<file path="config.mk">
export PLATFORM = sky130hd
export DESIGN_NAME = spike_rate_meter_flat
export DESIGN_NICKNAME = d
export VERILOG_FILES = /design/src/rtl/lif_pkg.sv /design/src/rtl/spike_rate_meter_if.sv /design/src/rtl/spike_edge_detect.sv /design/src/rtl/spike_rate_meter.sv /design/src/flat_wrapper.sv
export SDC_FILE = /design/constraint.sdc
export NUM_CORES = 1
export LEC_CHECK = 0
export ABC_AREA = 0
export CORE_ASPECT_RATIO = 1.75
export CORE_MARGIN = 3
export CORE_UTILIZATION = 50
export DETAILED_ROUTE_END_ITERATION = 12
export PLACE_DENSITY = 0.71
export SYNTH_ARGS = -nofsm -noshare
export SYNTH_HDL_FRONTEND = slang
export SYNTH_HIERARCHICAL = 1
export SYNTH_SLANG_ARGS = --single-unit
</file>
<file path="constraint.sdc">
create_clock -name clk -period 6.05 [get_ports clk]
set_clock_uncertainty 0.05 [all_clocks]
set_input_delay 0.605 -clock clk [delete_from_list [all_inputs] [get_ports clk]]
set_output_delay 0.605 -clock clk [all_outputs]
set_load 0.05 [all_outputs]
</file>
<file path="src/rtl/lif_pkg.sv">
// lif_pkg: default widths shared by the LIF readout blocks plus a saturating increment
package lif_pkg;
    localparam int RATE_CNT_W    = 8;
    localparam int ISI_W         = 12;
    localparam int WINDOW_CYCLES = 64;

    // v + inc, clamped at 2^w - 1
    function automatic logic [31:0] sat_inc(input logic [31:0] v, input logic inc, input int w);
        logic [31:0] mx;
        mx = (w >= 32) ? 32'hFFFF_FFFF : (32'd1 << w) - 32'd1;
        return (inc && v < mx) ? v + 32'd1 : v;
    endfunction
endpackage

</file>
<file path="src/rtl/spike_rate_meter_if.sv">
// spike_rate_meter_if: {rate, ISI} record channel with valid/ready handshake and overrun flag
interface spike_rate_meter_if import lif_pkg::*; #(
    parameter int CNT_W = RATE_CNT_W,
    parameter int ISI_W = lif_pkg::ISI_W
);
    logic [CNT_W-1:0] rate_out;
    logic [ISI_W-1:0] isi_out;
    logic             out_valid;
    logic             out_ready;
    logic             overrun;

    modport master (output rate_out, isi_out, out_valid, overrun, input out_ready);
    modport slave  (input rate_out, isi_out, out_valid, overrun, output out_ready);
endinterface

</file>
<file path="src/rtl/spike_edge_detect.sv">
// spike_edge_detect: rising-edge pulse from a spike level; SPIKE_RATE_SYNC_EN adds a 2-flop synchronizer
module spike_edge_detect (
    input  logic clk,
    input  logic rst_n,
    input  logic sig_i,
    output logic evt_o
);
    logic src;
    logic spike_q;
`ifdef SPIKE_RATE_SYNC_EN
    logic [1:0] sync_q;
    // two-flop synchronizer for an asynchronous spike source
    always_ff @(posedge clk or negedge rst_n)
        if (!rst_n) sync_q <= '0;
        else        sync_q <= {sync_q[0], sig_i};
    assign src = sync_q[1];
`else
    assign src = sig_i;
`endif
    // previous level, so a long high level yields a single event
    always_ff @(posedge clk or negedge rst_n)
        if (!rst_n) spike_q <= 1'b0;
        else        spike_q <= src;
    assign evt_o = src & ~spike_q;
endmodule

</file>
<file path="src/rtl/spike_rate_meter.sv">
// spike_rate_meter: per-window spike count and last inter-spike interval, one record per window
// Optional macro SPIKE_RATE_SYNC_EN synchronizes spike_in before edge detection.
module spike_rate_meter import lif_pkg::*; #(
    parameter int WINDOW_CYCLES = lif_pkg::WINDOW_CYCLES,
    parameter int CNT_W         = RATE_CNT_W,
    parameter int ISI_W         = lif_pkg::ISI_W
) (
    input  logic                      clk,
    input  logic                      rst_n,
    input  logic                      spike_in,
    spike_rate_meter_if.master        bus
);
    localparam int WIN_W = $clog2(WINDOW_CYCLES);

    logic             evt, close, xfer;
    logic [WIN_W-1:0] win_cnt_q, win_cnt_d;
    logic [CNT_W-1:0] spike_cnt_q, spike_cnt_d, cnt_inc, rate_q, rate_d;
    logic [ISI_W-1:0] timer_q, timer_d, timer_inc, last_isi_q, last_isi_d, isi_q, isi_d;
    logic             have_prev_q, have_prev_d, valid_q, valid_d, overrun_q, overrun_d;

    spike_edge_detect u_edge (
        .clk   (clk),
        .rst_n (rst_n),
        .sig_i (spike_in),
        .evt_o (evt)
    );

    // window counting, ISI timing and record/handshake next state
    always_comb begin
        close       = win_cnt_q == WIN_W'(WINDOW_CYCLES - 1);
        xfer        = valid_q & bus.out_ready;
        win_cnt_d   = close ? '0 : win_cnt_q + WIN_W'(1);
        cnt_inc     = CNT_W'(sat_inc(32'(spike_cnt_q), evt, CNT_W));
        spike_cnt_d = close ? '0 : cnt_inc;
        timer_inc   = ISI_W'(sat_inc(32'(timer_q), 1'b1, ISI_W));
        timer_d     = evt ? '0 : timer_inc;
        last_isi_d  = (evt && have_prev_q) ? timer_inc : last_isi_q;
        have_prev_d = have_prev_q | evt;
        rate_d      = close ? cnt_inc : rate_q;
        isi_d       = close ? last_isi_d : isi_q;
        valid_d     = close | (valid_q & ~xfer);
        overrun_d   = overrun_q | (close & valid_q & ~xfer);
    end

    // state registers, cleared asynchronously
    always_ff @(posedge clk or negedge rst_n)
        if (!rst_n) begin
            win_cnt_q   <= '0;
            spike_cnt_q <= '0;
            timer_q     <= '0;
            last_isi_q  <= '0;
            have_prev_q <= 1'b0;
            rate_q      <= '0;
            isi_q       <= '0;
            valid_q     <= 1'b0;
            overrun_q   <= 1'b0;
        end else begin
            win_cnt_q   <= win_cnt_d;
            spike_cnt_q <= spike_cnt_d;
            timer_q     <= timer_d;
            last_isi_q  <= last_isi_d;
            have_prev_q <= have_prev_d;
            rate_q      <= rate_d;
            isi_q       <= isi_d;
            valid_q     <= valid_d;
            overrun_q   <= overrun_d;
        end

    assign bus.rate_out  = rate_q;
    assign bus.isi_out   = isi_q;
    assign bus.out_valid = valid_q;
    assign bus.overrun   = overrun_q;
endmodule

</file>
<file path="src/flat_wrapper.sv">
// flat-port wrapper written by rule: the top's interface ports become plain ports
module spike_rate_meter_flat import lif_pkg::*;
#(
    parameter int WINDOW_CYCLES = lif_pkg::WINDOW_CYCLES,
    parameter int CNT_W         = RATE_CNT_W,
    parameter int ISI_W         = lif_pkg::ISI_W
)
  (clk, rst_n, spike_in, bus_rate_out, bus_isi_out, bus_out_valid, bus_overrun, bus_out_ready);
  spike_rate_meter_if #(.CNT_W(CNT_W), .ISI_W(ISI_W)) bus_i ();
  input  logic clk;
  input  logic rst_n;
  input  logic spike_in;
  output wire logic [$bits(bus_i.rate_out)-1:0] bus_rate_out;
  output wire logic [$bits(bus_i.isi_out)-1:0] bus_isi_out;
  output wire logic [$bits(bus_i.out_valid)-1:0] bus_out_valid;
  output wire logic [$bits(bus_i.overrun)-1:0] bus_overrun;
  input wire logic [$bits(bus_i.out_ready)-1:0] bus_out_ready;
  assign bus_rate_out = bus_i.rate_out;
  assign bus_isi_out = bus_i.isi_out;
  assign bus_out_valid = bus_i.out_valid;
  assign bus_overrun = bus_i.overrun;
  assign bus_i.out_ready = bus_out_ready;
  spike_rate_meter #(.WINDOW_CYCLES(WINDOW_CYCLES), .CNT_W(CNT_W), .ISI_W(ISI_W)) u_core (.clk(clk), .rst_n(rst_n), .spike_in(spike_in), .bus(bus_i));
endmodule
</file>
# --- Word level (Yosys, flattened, before mapping) ---
# Index checks and enable logic that the tools add are counted.
op_classes:
  n_addsub: 3
  magnitude_cmp: 2
  eq_ne: 1
  n_mux: 6
  bitwise_logic: 10
  n_reduce_logical: 2
op_table:
  columns: ["operator", "count"]
  rows:
  - ["12-bit two-way mux", 3]
  - ["8-bit two-way mux", 2]
  - ["12-bit by 1-bit adder with 12-bit output, second input constant", 1]
  - ["12-bit less-than comparator, second input constant", 1]
  - ["8-bit by 1-bit adder with 8-bit output, second input constant", 1]
  - ["8-bit less-than comparator, second input constant", 1]
  - ["6-bit by 1-bit adder with 6-bit output, second input constant", 1]
  - ["6-bit equality test, second input constant", 1]
  - ["6-bit two-way mux", 1]
  - ["1-bit AND", 5]
  - ["1-bit bitwise OR", 3]
  - ["1-bit logical AND", 2]
  - ["1-bit NOT", 2]
totals:
  reg_bits: 62
  input_bits: 4
  elab_cells: 34

# --- Longest topological paths before layout ---
# Gate-level depths: netlist (run 1).
logic_depth:
  ltp_word: 5
  depth_mapped: 7
  mapped_depth_nobuf: 6

# --- Cells and area by module ---
# Netlist (run 1), hierarchy kept.
by_module_without_submodules:
  columns: ["mod", "instances", "cells_per_inst", "area_each_um2", "seq_area_each_um2"]
  rows:
  - ["spike_rate_meter", 1, 248, 2688.8, 1526.5]
  - ["spike_edge_detect", 1, 2, 38.8, 25.0]

# --- Worst setup path after synthesis (run 1) ---
# No wires, ideal clock.
synth_path:
  path_type: "reg-to-reg"
  startpoint: "reg u_core.timer_q[0]"
  endpoint: "reg u_core.isi_q[5], in the netlist u_core/bus.isi_out[5]"
  t_arrival_ns: 2.114
  setup_slack_ns: 3.761
  stages_incl_launch_ff: 8
  path_buffers: 1
  period_less_slack_ns: 2.289
  path_cell_list: "dfrtp_1 ha_1 and4_4 or4b_1 buf_6 and4_4 a221o_1 mux2_4"
synth_via:
  elab_chain_cells: 3
synth_lines:
  columns: ["element", "line_no", "rtl"]
  rows:
  - ["start, declared", "spike_rate_meter.sv:18", "logic [ISI_W-1:0] timer_q, timer_d, timer_inc, last_isi_q, last_isi_d, isi_q, isi_d;"]
  - ["start signal, assigned", "spike_rate_meter.sv:60", "timer_q <= timer_d;"]
  - ["12-bit by 1-bit adder with 12-bit output / 12-bit less-than comparator (equally long branches)", "lif_pkg.sv:11", "return (inc && v < mx) ? v + 32'd1 : v;"]
  - ["12-bit two-way mux (*)", "lif_pkg.sv:11", null]
  - ["12-bit two-way mux (*)", "spike_rate_meter.sv:37", "last_isi_d = (evt && have_prev_q) ? timer_inc : last_isi_q;"]
  - ["named net u_core.last_isi_d[5]", "spike_rate_meter.sv:18", null]
  - ["end signal, assigned", "spike_rate_meter.sv:64", "isi_q <= isi_d;"]
  - ["end, declared", "spike_rate_meter.sv:18", null]
# Mark *: on every way through the listed nets, which the timed path passes. The rest lies on a longest branch.
# A chain may end at the register's enable or synchronous reset.

# --- Final worst setup path (run 1) ---
layout_path:
  startpoint: "in spike_in"
  endpoint: "reg u_core.isi_q[9], in the netlist u_core/bus.isi_out[9]"
layout_via:
  elab_chain_cells: 3
layout_lines:
  columns: ["element", "line_no", "rtl"]
  rows:
  - ["start, declared", "flat_wrapper.sv:12", "input logic spike_in;"]
  - ["1-bit AND", "spike_edge_detect.sv:24", "assign evt_o = src & ~spike_q;"]
  - ["named net u_core.evt", "spike_rate_meter.sv:15", "logic evt, close, xfer;"]
  - ["1-bit logical AND", "spike_rate_meter.sv:37", null]
  - ["12-bit two-way mux", "spike_rate_meter.sv:37", null]
  - ["named net u_core.last_isi_d[9]", "spike_rate_meter.sv:18", null]
# The timed path passes the listed nets, and every way through them passes these cells.

==> results of run 1 <==
-- metal layers --
layer  wire length, um  vias to the layer above
li1                  -                      939
met1              2240                      956
met2              2830                       33
met3               156                        9
met4                96                        0
met5                 0                        -
-- flip-flops by register name (all words and copies together), names as in the netlist --
register / cells
u_core/bus.isi_out: 12
u_core/u_edge/spike_q: 1
u_core/have_prev_q: 1
u_core/bus.overrun: 1
u_core/win_cnt_q: 6
u_core/bus.rate_out: 8
u_core/spike_cnt_q: 8
u_core/bus.out_valid: 1
u_core/timer_q: 12
u_core/last_isi_q: 12
-- per-stage QoR --
| step | std cells | hold WS [ps] | setup WS [ps] |
|---|---|---|---|
| floorplan | 250 | 259 | 3760 |
| global placement | 320 | 418 | 3020 |
| detailed placement | 320 | 420 | 2950 |
| CTS | 336 | 387 | 3310 |
| global route | 336 | 405 | 2990 |
| finish | 336 | 362 | 3320 |
-- final timing paths --
path,cells past startpoint,to,startpoint
min in group clk,1,u_core/last_isi_q[3],u_core/last_isi_q[3]
max in group asynchronous,2,u_core/timer_q[3],rst_n
setup reg to reg,6,u_core/bus.isi_out[5],u_core/timer_q[0]
hold reg to reg,1,u_core/last_isi_q[3],u_core/last_isi_q[3]
setup / recovery,6,u_core/bus.isi_out[9],spike_in
hold / removal,2,u_core/last_isi_q[10],rst_n
-- cell usage in the layout (no fill, tap or decap), types with 3 or more instances in the layout --
| cell | synthesis | layout |
|---|---|---|
| nand2_1 | 27 | 27 |
| a31oi_1 | 4 | 4 |
| o21ai_0 | 19 | 19 |
| nand4_1 | 5 | 5 |
| mux2_2 | 10 | 10 |
| mux2i_1 | 7 | 7 |
| clkinvlp_4 | 0 | 3 |
| clkbuf_8 | 0 | 10 |
| ha_1 | 3 | 3 |
| clkdlybuf4s50_1 | 0 | 24 |
| nor3_1 | 6 | 6 |
| xor2_1 | 4 | 4 |
| and3_1 | 7 | 7 |
| a211oi_1 | 5 | 5 |
| a21oi_1 | 5 | 5 |
| nand2b_1 | 3 | 3 |
| inv_1 | 3 | 3 |
| dfrtp_1 | 62 | 62 |
| and2_1 | 3 | 3 |
| nor2_1 | 25 | 25 |
| nor4_1 | 3 | 3 |
| a21o_1 | 3 | 3 |
| nand3_1 | 15 | 15 |
-- report_power, final --
| part | total (mW) | switching, mW | internal, mW |
|---|---|---|---|
| clock | 0.402 | 0.159 | 0.243 |
| sequential | 0.493 | 0.0387 | 0.454 |
| combinational | 0.0975 | 0.0579 | 0.0396 |
| total | 0.992 | 0.255 | 0.737 |
-- critical path: cells and delay by family --
| kind | cells | cell delay, ps |
|---|---|---|
| AOI/OAI and AO/OA | 1 | 100 |
| buffers and inverters | 1 | 480 |
| muxes | 1 | 280 |
| and+or+nand+nor | 3 | 1430 |
-- layout make-up --
cell class | instances | area (um^2) | area share
flip-flops and latches | 62 | 1550 | 0.486
multi-input cells | 174 | 1080 | 0.340
repair buffers | 26 | 253 | 0.0792
clock buffers | 11 | 141 | 0.0443
clock inverters | 5 | 82.6 | 0.0259
well taps | 55 | 68.8 | 0.0216
inverters | 3 | 11.3 | 0.00353
-- cell families after synthesis --
group / synth area share
and+or+nand+nor: 0.198
DFF: 0.569
AOI/OAI and AO/OA: 0.0940
muxes: 0.0725
buffers and inverters: 0.0335
xor gates and xnor gates: 0.0193
adders and majority gates: 0.0138
==> results.json, run 1 <==
{
  "status": "completed",
  "ir_worst_vdd_uv": 226,
  "synthFlopType": "dfrtp_1",
  "cts-htree-levels": 3,
  "drc": 0,
  "grt.total_usage": 0.200,
  "io_buffers": 25,
  "num_rows": 35,
  "min_path_type": "input pin to asynchronous set/reset pin",
  "synth.most_common_cell": "dfrtp_1",
  "finalCritPeriodShare": 0.451,
  "postRouteAntennaNets": 0,
  "synth.top_cell.area_share": 0.569,
  "design_area_um2": 3190,
  "start_util": 0.519,
  "synthTopCellsByCount": "dfrtp_1 (62), nand2_1 (27), nor2_1 (25)",
  "die_w_um": 61.8,
  "grt_pass1_vias": 2008,
  "clkSinkCount": 62,
  "placed_area_um2": 2970,
  "critical_path_class": "input pin to flip-flop",
  "use_met2": 0.307,
  "die_y_um": 104,
  "cts-root-buf": "clkbuf_8",
  "synth_top_cell_by_area": "dfrtp_1",
  "ctsHoldBuffers": 0,
  "period_needed_ps": 2730,
  "path_max_fanout": 25,
  "netlist_area_um2": 2730,
  "cp-start-kind": "input pin",
  "leakagePower_nw": 1.48,
  "grt_max_degree": 63,
  "gr-total-overflow": 0,
  "routed_wl_mm": 5.32,
  "slowest_delay_ps": 560,
  "fin_util": 0.608,
  "syn-mean-instance-area_um2": 10.9,
  "clk_pin_slew_ps": 70,
  "met3_usage": 0.0648,
  "pin_count": 26,
  "gp_congestion": 0.771,
  "power_mw": 0.992,
  "cts_resized": 0,
  "clockBufferDepth": 2,
  "die_area_um2": 6410,
  "p_per_area_nw_per_um2": 311,
  "synth-seq-cells": 62,
  "wl_per_cell_um": 15.8,
  "drt_iter0_drc": 39,
  "core_um2": 5260,
  "end_kind": "flip-flop",
  "cts_tree": "yes",
  "ys_types": 38,
  "yosys_warnings": 6,
  "setup-tns-final_ps": 0,
  "synth_cells": 250,
  "drt_pass1_iterations": 4,
  "worst_ep_arrival_time_ps": 2910,
  "gr-max-usage-layer": "met2",
  "hpwl_mm": 3.64,
  "worst_pin_slew_ps": 1020,
  "cts_buffers": 9,
  "insertion_delay_ps": 340,
  "postCtsSetupBuffers": 0,
  "grt_pass1_wl_mm": 9.57,
  "crit_slowest_cell": "nand2_1",
  "vias": 1937,
  "rsz0062_at_grt": "false",
  "slew_violations": 0,
  "relSlewSlack": 0.320,
  "drive_above_1_share": 0.132,
  "routed_via_density": 5.76,
  "diodes": 0,
  "synth_seq_area_share": 0.569,
  "reg2reg_slack_ps": 3470,
  "syn_nets": 257,
  "hold_violations": 0,
  "fillCellCount": 466,
  "area_delta_synth_final_pct": 17.1,
  "antenna_found_initial": 0,
  "yosys-top-cells-area": "dfrtp_1 (57%), mux2_2 (4.1%), nand2_1 (3.7%), o21ai_0 (3.5%), nor2_1 (3.4%)",
  "setup_viol": 0,
  "cap_violations": 0,
  "synth_edf_count": 0,
  "grt_use_met1": 0.252,
  "clock.fmax_mhz": 366,
  "async_flop_share": 1.00,
  "crit_required_ps": 6230,
  "finalNetCount": 283,
  "path_cells": "clkdlybuf4s50_1 -> nor2b_4 -> nand2_1 -> nor4_1 -> a211oi_1 -> mux2_2"
}
Note: power is estimated with default switching activity, not from simulation.
==> run 2, diff against run 1 <==
--- a/config.mk
+++ b/config.mk
@@ -10,7 +10,7 @@
 export CORE_MARGIN = 3
 export CORE_UTILIZATION = 50
 export DETAILED_ROUTE_END_ITERATION = 12
-export PLACE_DENSITY = 0.71
+export PLACE_DENSITY = 0.74
 export SYNTH_ARGS = -nofsm -noshare
 export SYNTH_HDL_FRONTEND = slang
 export SYNTH_HIERARCHICAL = 1
==> constraint.sdc (replaced) <==
create_clock -name clk -period 2.4 [get_ports clk]
set_clock_uncertainty 0.05 [all_clocks]
set_input_delay 0.24 -clock clk [delete_from_list [all_inputs] [get_ports clk]]
set_output_delay 0.24 -clock clk [all_outputs]
set_load 0.05 [all_outputs]
==> run 2 against run 1 <==
Against the previous run: first-iteration DRC count increased by 59%; combinational power increased to 3.0 times the previous value; sequential cell count unchanged; non-clock buffer count increased by 11; critical path depth increased by 1; final cell count increased by 3.3%; die area unchanged; clock power increased by 130%; worst hold slack got worse by 22 ps; sequential share of layout area decreased by 1.5 points; via count increased by 3.6%; sequential power increased to 2.5 times the previous value; critical path type is now flip-flop to flip-flop; critical endpoint is now u_core/bus.isi_out[0]; highest routed layer unchanged.
==> results.json, run 2 (synthesized netlist as in run 1, its figures left out) <==
{
  "insertion_delay_ps": 340,
  "cap_violations": 0,
  "die_area_um2": 6410,
  "clk_pin_slew_ps": 70,
  "setup_viol": 0,
  "worstHoldPathCells": 1,
  "dp.cells": 328,
  "worst_pin_slew_ps": 609,
  "crit_required_ps": 2580,
  "cts_buffers": 9,
  "mostFrequentLayoutCell": "dfrtp_1",
  "vias": 2006,
  "end_kind": "flip-flop",
  "die_y_um": 104,
  "slew_violations": 0,
  "finalNetCount": 294,
  "grt_pass1_wl_mm": 9.76,
  "routed_wl_mm": 5.57,
  "num_rows": 35,
  "relSlewSlack": 0.593,
  "area_delta_synth_final_pct": 20.7,
  "grt_pass1_vias": 2123,
  "critical_path_class": "flip-flop to flip-flop",
  "cts-root-buf": "clkbuf_8",
  "cts-htree-levels": 3,
  "diodes": 0,
  "drt_iter0_drc": 62,
  "drive_above_1_share": 0.168,
  "drc": 0,
  "setup-tns-final_ps": 0,
  "gp_congestion": 0.873,
  "ir_worst_vdd_uv": 551,
  "final_cell_mix": "dfrtp_1 (62), nand2_1 (27), nor2_1 (25)",
  "path_max_fanout": 7,
  "clockBufferDepth": 2,
  "hold_violations": 0,
  "die_w_um": 61.8,
  "gr-total-overflow": 0,
  "pin_count": 26,
  "cts_tree": "yes",
  "r2r_cells": 7,
  "period_needed_ps": 2300,
  "wl_per_cell_um": 16.0,
  "grt_max_degree": 38,
  "routed_via_density": 5.78,
  "min_path_type": "input pin to flip-flop",
  "p_per_area_nw_per_um2": 750,
  "status": "completed",
  "clock.fmax_mhz": 435,
  "leakagePower_nw": 1.53,
  "worst_ep_arrival_time_ps": 2480,
  "postRouteAntennaNets": 0,
  "stdcell_count": 347,
  "hpwl_mm": 3.89,
  "io_buffers": 25,
  "grt.total_usage": 0.205,
  "drt_pass1_iterations": 4,
  "clkSinkCount": 62,
  "core_um2": 5260,
  "antenna_found_initial": 0,
  "reg2reg_slack_ps": 100,
  "start_util": 0.519,
  "finalCritPeriodShare": 0.959,
  "cp-start-kind": "flip-flop"
}
## run 2: changes by cell type in the layout (fill, tap and decap cells not counted), sizes merged
| cell | before | now |
|---|---|---|
| clkinv | 0 | 1 |
| dlygate4sd3 | 0 | 1 |
| bufinv | 2 | 1 |
| buf | 2 | 12 |
## run 2: power breakdown
group / switching (mW) / leakage (nW) / total [mW] / internal (mW)
Combinational: 0.164 / 0.660 / 0.289 / 0.126
Sequential: 0.0946 / 0.769 / 1.24 / 1.14
Clock: 0.405 / 0.0976 / 0.939 / 0.533
## run 2: metrics by stage
step / total power, mW / instance area (um^2) / worst slack [ps] / hold slack, ps / utilization
floorplan: 1.41 / 2730 / 111 / -106 / -
global placement: 1.50 / 3050 / 191 / 228 / 0.581
detailed placement: 1.52 / 3050 / 91.6 / 241 / 0.581
CTS: 2.46 / 3270 / 82.2 / 334 / 0.623
global route: 2.59 / 3290 / -3.94 / 351 / 0.626
finish: 2.47 / 3290 / 98.8 / 340 / 0.626
## run 2: area by class of cell
type / instances / area [um^2]
Multi-Input combinational cell: 174 / 1090
Clock buffer: 11 / 151
Clock inverter: 5 / 57.6
Sequential cell: 62 / 1550
Timing Repair Buffer: 37 / 363
Tap cell: 55 / 68.8
Inverter: 3 / 11.3
Fill cell: 427 / 1960
## run 2: path summary, 6_finish.rpt
kind / endpoint / from
max: u_core/bus.isi_out[0] / u_core/timer_q[0]
min: u_core/u_edge/spike_q / spike_in
max reg2reg: u_core/bus.isi_out[0] / u_core/timer_q[0]
min reg2reg: u_core/last_isi_q[2] / u_core/last_isi_q[2]
max in group asynchronous: u_core/timer_q[6] / rst_n
min in group asynchronous: u_core/timer_q[7] / rst_n
## run 2: repair_timing
| action | in CTS | in global routing |
|---|---|---|
| setup endpoints to repair | 0 | 3 |
| setup buffers | 0 | 2 |
| hold endpoints to repair | 25 | 0 |
| hold buffers | 1 | 0 |
| gates resized for setup | 0 | 1 |
## run 2: critical path: stages (launching register included)
cell	delay (ps)
dfrtp_1	390
ha_1	200
and4_4	260
or4b_1	480
buf_4	190
xnor2_1	200
o21ai_0	140
mux2_2	280
## run 2: routing by layer
layer,global-route usage,part of all wire,up-vias
li1,-,-,963
met1,0.242,0.40,992
met5,0,0,-
met3,0.0611,0.039,10
met2,0.324,0.54,41
met4,0.105,0.025,0
